## config.mk

```make
export PLATFORM = sky130hd
export DESIGN_NAME = sram_array_1r1w_ext_flat
export DESIGN_NICKNAME = d
export VERILOG_FILES = /design/src/rtl/sram_array_1r1w_ext_pkg.sv /design/src/rtl/sram_array_1r1w_ext_if.sv /design/src/rtl/sram_array_1r1w_ext_init_ctrl.sv /design/src/rtl/sram_array_1r1w_ext.sv /design/src/flat_wrapper.sv
export SDC_FILE = /design/constraint.sdc
export NUM_CORES = 2
export LEC_CHECK = 0
export ABC_AREA = 0
export ABC_CLOCK_PERIOD_IN_PS = 6300
export BUFFER_PORTS_ARGS = -buffer_cell sky130_fd_sc_hd__buf_2
export CAP_MARGIN = 0
export CELL_PAD_IN_SITES_DETAIL_PLACEMENT = 1
export CELL_PAD_IN_SITES_GLOBAL_PLACEMENT = 2
export CORE_MARGIN = 2
export CORE_UTILIZATION = 51
export CTS_BUF_LIST = sky130_fd_sc_hd__clkbuf_2
export DETAILED_ROUTE_END_ITERATION = 7
export PLACE_DENSITY_LB_ADDON = 0.12
export SYNTH_ARGS = -nofsm -noshare
export SYNTH_HDL_FRONTEND = slang
export SYNTH_SLANG_ARGS = --single-unit
```

## constraint.sdc

```tcl
create_clock -name clock -period 6.3 [get_ports clock]
set_input_delay 0.63 -clock clock [delete_from_list [all_inputs] [get_ports clock]]
set_output_delay 0.63 -clock clock [all_outputs]
set_load 0.02 [all_outputs]
```

## src/rtl/sram_array_1r1w_ext_pkg.sv

```systemverilog
// Shared types and helpers for the 1R1W SRAM array block.
// Holds the clear-FSM state encoding and the address-width helper.
package sram_array_1r1w_ext_pkg;

  typedef enum logic {
    ST_INIT  = 1'b0,
    ST_READY = 1'b1
  } state_e;

  function automatic int clog2(input int n);
    int r;
    r = 0;
    for (int v = n - 1; v > 0; v = v >> 1) begin
      r++;
    end
    return (r < 1) ? 1 : r;
  endfunction

endpackage

```

## src/rtl/sram_array_1r1w_ext_if.sv

```systemverilog
// Request/response bundle for the 1R1W SRAM array.
// The master drives requests; the slave returns read data and ready.
interface sram_array_1r1w_ext_if #(
  parameter int DATA_W = 20,
  parameter int ADDR_W = 6,
  parameter int MASK_W = 2
);

  logic              R0_en;
  logic [ADDR_W-1:0] R0_addr;
  logic [DATA_W-1:0] R0_rdata;
  logic              R0_valid;
  logic              W0_en;
  logic [ADDR_W-1:0] W0_addr;
  logic [MASK_W-1:0] W0_mask;
  logic [DATA_W-1:0] W0_wdata;
  logic              init_req;
  logic              ready;

  modport master (
    output R0_en, R0_addr,
    output W0_en, W0_addr, W0_mask, W0_wdata,
    output init_req,
    input  R0_rdata, R0_valid, ready
  );

  modport slave (
    input  R0_en, R0_addr,
    input  W0_en, W0_addr, W0_mask, W0_wdata,
    input  init_req,
    output R0_rdata, R0_valid, ready
  );

endinterface

```

## src/rtl/sram_array_1r1w_ext_init_ctrl.sv

```systemverilog
// Clear controller: walks every word to zero, then opens the array.
// INIT lasts exactly DEPTH cycles; init_req restarts it from READY.
module sram_init_ctrl
  import sram_array_1r1w_ext_pkg::*;
#(
  parameter int DEPTH         = 64,
  parameter int ADDR_W        = 6,
  parameter bit INIT_ON_RESET = 1'b1
) (
  input  logic              clock,
  input  logic              reset_n,
  input  logic              init_req,
  output logic              ready,
  output logic              clr_en,
  output logic [ADDR_W-1:0] clr_addr
);

  localparam logic [ADDR_W:0] LAST = (ADDR_W + 1)'(DEPTH - 1);
  localparam state_e RST_ST = INIT_ON_RESET ? ST_INIT : ST_READY;

  state_e          state;
  logic [ADDR_W:0] cnt;

  always_ff @(posedge clock or negedge reset_n) begin
    if (!reset_n) begin
      state <= RST_ST;
      cnt   <= '0;
      ready <= 1'b0;
    end else begin
      case (state)
        ST_INIT: begin
          if (cnt == LAST) begin
            state <= ST_READY;
            ready <= 1'b1;
            cnt   <= '0;
          end else begin
            cnt <= cnt + 1'b1;
          end
        end
        ST_READY: begin
          if (init_req) begin
            state <= ST_INIT;
            ready <= 1'b0;
            cnt   <= '0;
          end else begin
            ready <= 1'b1;
          end
        end
      endcase
    end
  end

  assign clr_en   = (state == ST_INIT);
  assign clr_addr = cnt[ADDR_W-1:0];

endmodule

```

## src/rtl/sram_array_1r1w_ext.sv

```systemverilog
// Masked 1R1W SRAM array with optional write-to-read bypass.
// Storage has no reset; it is zeroed by the clear controller.
module sram_array_1r1w_ext
  import sram_array_1r1w_ext_pkg::*;
#(
  parameter int DATA_W        = 20,
  parameter int DEPTH         = 64,
  parameter int MASK_W        = 2,
  parameter bit BYPASS        = 1'b1,
  parameter bit INIT_ON_RESET = 1'b1
) (
  input logic                  clock,
  input logic                  reset_n,
  sram_array_1r1w_ext_if.slave bus
);

  localparam int ADDR_W = clog2(DEPTH);
  localparam int LANE_W = DATA_W / MASK_W;
  localparam logic [ADDR_W:0] DEPTH_V = (ADDR_W + 1)'(DEPTH);

  logic [DATA_W-1:0] mem [DEPTH];

  logic              ready;
  logic              clr_en;
  logic [ADDR_W-1:0] clr_addr;

  sram_init_ctrl #(
    .DEPTH        (DEPTH),
    .ADDR_W       (ADDR_W),
    .INIT_ON_RESET(INIT_ON_RESET)
  ) u_ctrl (
    .clock   (clock),
    .reset_n (reset_n),
    .init_req(bus.init_req),
    .ready   (ready),
    .clr_en  (clr_en),
    .clr_addr(clr_addr)
  );

  assign bus.ready = ready;

  logic              wr_ok;
  logic              rd_ok;
  logic              rd_in;
  logic [DATA_W-1:0] bitmask;
  logic [DATA_W-1:0] old_w;
  logic [DATA_W-1:0] merged;
  logic [DATA_W-1:0] rd_word;

  assign rd_in = ({1'b0, bus.R0_addr} < DEPTH_V);
  assign wr_ok = bus.W0_en & ready &
                 ({1'b0, bus.W0_addr} < DEPTH_V);
  assign rd_ok = bus.R0_en & ready;

  always_comb begin
    bitmask = '0;
    for (int i = 0; i < MASK_W; i++) begin
      bitmask[i*LANE_W +: LANE_W] = {LANE_W{bus.W0_mask[i]}};
    end
  end

  assign old_w  = mem[bus.W0_addr];
  assign merged = (old_w & ~bitmask) | (bus.W0_wdata & bitmask);

  // Bypass forwards the lane-merged word, not raw wdata.
  always_comb begin
    rd_word = mem[bus.R0_addr];
    if (!rd_in) begin
      rd_word = '0;
    end else if (BYPASS && wr_ok &&
                 bus.W0_addr == bus.R0_addr) begin
      rd_word = merged;
    end
  end

  always_ff @(posedge clock) begin
    if (clr_en) begin
      mem[clr_addr] <= '0;
    end else if (wr_ok) begin
      mem[bus.W0_addr] <= merged;
    end
  end

  always_ff @(posedge clock or negedge reset_n) begin
    if (!reset_n) begin
      bus.R0_valid <= 1'b0;
      bus.R0_rdata <= '0;
    end else begin
      bus.R0_valid <= rd_ok;
      if (rd_ok) begin
        bus.R0_rdata <= rd_word;
      end
    end
  end

endmodule

```

## src/flat_wrapper.sv

```systemverilog
// flat-port wrapper written by rule: the top's interface ports become plain ports
module sram_array_1r1w_ext_flat import sram_array_1r1w_ext_pkg::*;
#(
  parameter int DATA_W        = 20,
  parameter int DEPTH         = 64,
  parameter int MASK_W        = 2,
  parameter bit BYPASS        = 1'b1,
  parameter bit INIT_ON_RESET = 1'b1
)
  (clock, reset_n, bus_R0_en, bus_R0_addr, bus_W0_en, bus_W0_addr, bus_W0_mask, bus_W0_wdata, bus_init_req, bus_R0_rdata, bus_R0_valid, bus_ready);
  sram_array_1r1w_ext_if #(.DATA_W(DATA_W), .MASK_W(MASK_W)) bus_i ();
  input logic clock;
  input logic reset_n;
  input wire logic [$bits(bus_i.R0_en)-1:0] bus_R0_en;
  input wire logic [$bits(bus_i.R0_addr)-1:0] bus_R0_addr;
  input wire logic [$bits(bus_i.W0_en)-1:0] bus_W0_en;
  input wire logic [$bits(bus_i.W0_addr)-1:0] bus_W0_addr;
  input wire logic [$bits(bus_i.W0_mask)-1:0] bus_W0_mask;
  input wire logic [$bits(bus_i.W0_wdata)-1:0] bus_W0_wdata;
  input wire logic [$bits(bus_i.init_req)-1:0] bus_init_req;
  output wire logic [$bits(bus_i.R0_rdata)-1:0] bus_R0_rdata;
  output wire logic [$bits(bus_i.R0_valid)-1:0] bus_R0_valid;
  output wire logic [$bits(bus_i.ready)-1:0] bus_ready;
  assign bus_i.R0_en = bus_R0_en;
  assign bus_i.R0_addr = bus_R0_addr;
  assign bus_i.W0_en = bus_W0_en;
  assign bus_i.W0_addr = bus_W0_addr;
  assign bus_i.W0_mask = bus_W0_mask;
  assign bus_i.W0_wdata = bus_W0_wdata;
  assign bus_i.init_req = bus_init_req;
  assign bus_R0_rdata = bus_i.R0_rdata;
  assign bus_R0_valid = bus_i.R0_valid;
  assign bus_ready = bus_i.ready;
  sram_array_1r1w_ext #(.DATA_W(DATA_W), .DEPTH(DEPTH), .MASK_W(MASK_W), .BYPASS(BYPASS), .INIT_ON_RESET(INIT_ON_RESET)) u_core (.clock(clock), .reset_n(reset_n), .bus(bus_i));
endmodule
```

==> metrics.csv <==
metric,value,unit
via count of the first global-routing pass,40540,
Pwr Density,288.9,nW/um^2
post-route ant nets,0,
number of synthesized register bits,1310,
Chip Width,350.6,microns
Most used DFF post-synth,edfxtp_1,
DRT Wirelength,220200,microns
Final setup violation count,0,
startpoint type of the worst setup path,flip-flop,
Pre-antenna DRT Iters,8,
Synth area leader,edfxtp_1,
clk buf depth,4,
post-synthesis sequential area ratio,0.6396,
Slew Limit Headroom,0.1833,
crit path max fanout,28,
arrival time at the worst endpoint,5680,ps
share of layout cells above drive strength 1,0.3382,
clk slew on worst S/H paths,100,ps
Max Cap Viol,0,
Fillers,10900,
cts bufs inserted,347,
"Req. time, crit path",7620,ps
Core ar.,119500,sq um
Die ar.,122900,sq um
worst hold stages,6,
Finished Core Util,0.5667,
Pwr Total,19560,uW
yosys warns,0,
post-synth top area share,0.6274,
vias per inst,7.112,
detailed-route via count,39810,
Pleak,0.02274,uW
I/O pin total,61,
dpl ws,1604,ps
post-layout minimum cycle time,4360,ps
GRT Util Overall,0.3618,
Final HPWL DP,133000,microns
post-cts hold buffer count,91,
Slew @ Worst Pin,1218,ps
"commonest non-fill, non-tap cell in the layout",edfxtp_1,
final worst slack,1940,ps
first-pass GRT wire length,308800,microns
Post CTS Setup Buffer Count,0,
DR WL/cell,39.34,microns
Area growth syn-to-layout,10.52,%
Post-CTS Resized,0,
post-route insts no fill,5597,
grt ovf,0,
"commonest cells after routing, fill and taps aside","edfxtp_1, clkbuf_2, mux4_2",
CP Class,reg2reg,
max-slew violations,0,
status,"complete, no violations",
"FFs w/ async S/R, synth",0.02290,
Avg Inst Size Synth,18.32,sq um
VDD IR-drop max,0.0001857,V
Port Buf Inserts,60,
Worst Skew,138.6,ps
RSZ-0062 raised after global routing,false,
fmax,0.2294,GHz
initial antenna violation count,18,
Synth cell types,50,
CTS tree,built,
Final TNS setup,0,ps
post-synthesis instance area,61270,sq um
# rows,127,
initial drt markers,5662,
Starting Density,0.5127,
CTS root buf,clkbuf_2,
Min-Delay Path Class,in2reg,
top post-synthesis cells by area,"edfxtp_1, mux4_2, mux2i_1, a22oi_1, dfrtp_1",
worst skew pair latency,1740,ps
final hold viol count,0,
Placer Congestion,0.8985,
chip height,350.6,microns
kind of end point of the critical path,flip-flop,
H-tree lvl count,5,
final net count,3781,
Mapped Cells,3344,
Residual DRC,0,
dpl cells,4913,
R2R depth,6,
period utilisation layout,0.6920,
largest net degree at the start of global routing,83,
# clock sinks,1310,
synthesized net count,3384,
number of synthesized flops with an enable pin,1280,
per-layer routing:
metal	track usage	vias up	routed length (microns)
met2	0.5340	2863	99400
met5	0	-	102
met3	0.1212	442	28400
met1	0.5044	21260	85190
met4	0.1294	16	7098
li1	-	15230	-
critical path, cell delays in order (launching register included):
cell     delay (ps)
dfrtp_1         720
nand3_2         760
or3_1           620
o31ai_1         140
nand2_1         420
nor2_2          870
buf_4           460
synth_stat cells, types with 7 or more instances:
cell and number:
nor2_1 72, buf_2 108, o21ai_0 32, a22o_1 14, nand2_1 138, dfrtp_1 30
a31oi_1 7, nor2b_1 28, mux2_2 20, nor3_2 13, nor3_1 29, o31ai_1 24
a32oi_1 20, nand3_1 44, buf_4 24, a22oi_1 200, buf_6 29, edfxtp_1 1280
mux4_2 480, a21oi_1 35, mux2i_1 401, o21a_1 24, nand4_1 20, a221oi_1 59
a2111oi_0 20, clkbuf_1 93, o22ai_1 23, buf_12 7, o2111ai_1 20
stage by stage:
step,instance area [sq um],hold slack [ps]
after floorplan,61270,334.4
after global placement,63870,499.0
after detailed placement,63870,511.8
after CTS,67700,63.44
after global routing,67710,182.1
final,67710,263.5
cell type report:
| class | instances | area [sq um] | share of cell area |
|---|---|---|---|
| antenna | 5 | 12.51 | 0.0001848 |
| clock buffer | 489 | 2447 | 0.03614 |
| clock inverter | 99 | 460.4 | 0.006800 |
| inverter | 5 | 18.77 | 0.0002772 |
| multi-input combinational | 1761 | 20810 | 0.3074 |
| sequential | 1310 | 39190 | 0.5787 |
| tap | 1612 | 2017 | 0.02979 |
| timing repair buffer | 316 | 2756 | 0.04071 |
registers in the layout, indices dropped and copies added (netlist names):
signal,flops
u_core.mem,1280
u_core.bus.R0_rdata,20
u_core.u_ctrl.cnt,7
u_core.bus.R0_valid,1
u_core.u_ctrl.ready,1
u_core.u_ctrl.state,1
kinds of logic (layout without fill, tap and decap cells):
| group | after synthesis | after routing | synth area share |
|---|---|---|---|
| flops | 1310 | 1310 | 0.6396 |
| mux | 901 | 901 | 0.2456 |
| compound gates | 482 | 482 | 0.05865 |
| simple gates | 369 | 369 | 0.02851 |
| buf+inv | 273 | 909 | 0.02624 |
| xor+xnor | 8 | 8 | 0.001144 |
| fa+ha+maj | 1 | 1 | 0.0002042 |
| other cells | 0 | 5 | 0 |
report_power, final:
| group | leakage (uW) | internal (uW) | switching (uW) |
|---|---|---|---|
| sequential | 0.0119 | 10200 | 397 |
| combinational | 0.00860 | 1110 | 2100 |
| clock | 0.00225 | 2190 | 3600 |
| total | 0.0227 | 13500 | 6090 |
path summary, 6_finish.rpt:
check | startpoint | slack, ps | end
worst min register to register | u_core.u_ctrl.cnt[6] | 550 | u_core.u_ctrl.cnt[6]
worst max register to register | u_core.u_ctrl.state | 1940 | u_core.mem[28][11]
worst max-delay path | u_core.u_ctrl.state | 1940 | u_core.mem[28][11]
worst min-delay path | bus_W0_addr[3] | 260 | u_core.mem[45][7]
min in group asynchronous | reset_n | 640 | u_core.bus.R0_rdata[19]
max in group asynchronous | reset_n | 5340 | u_core.bus.R0_rdata[1]
Power figures use the tool's default switching activity.
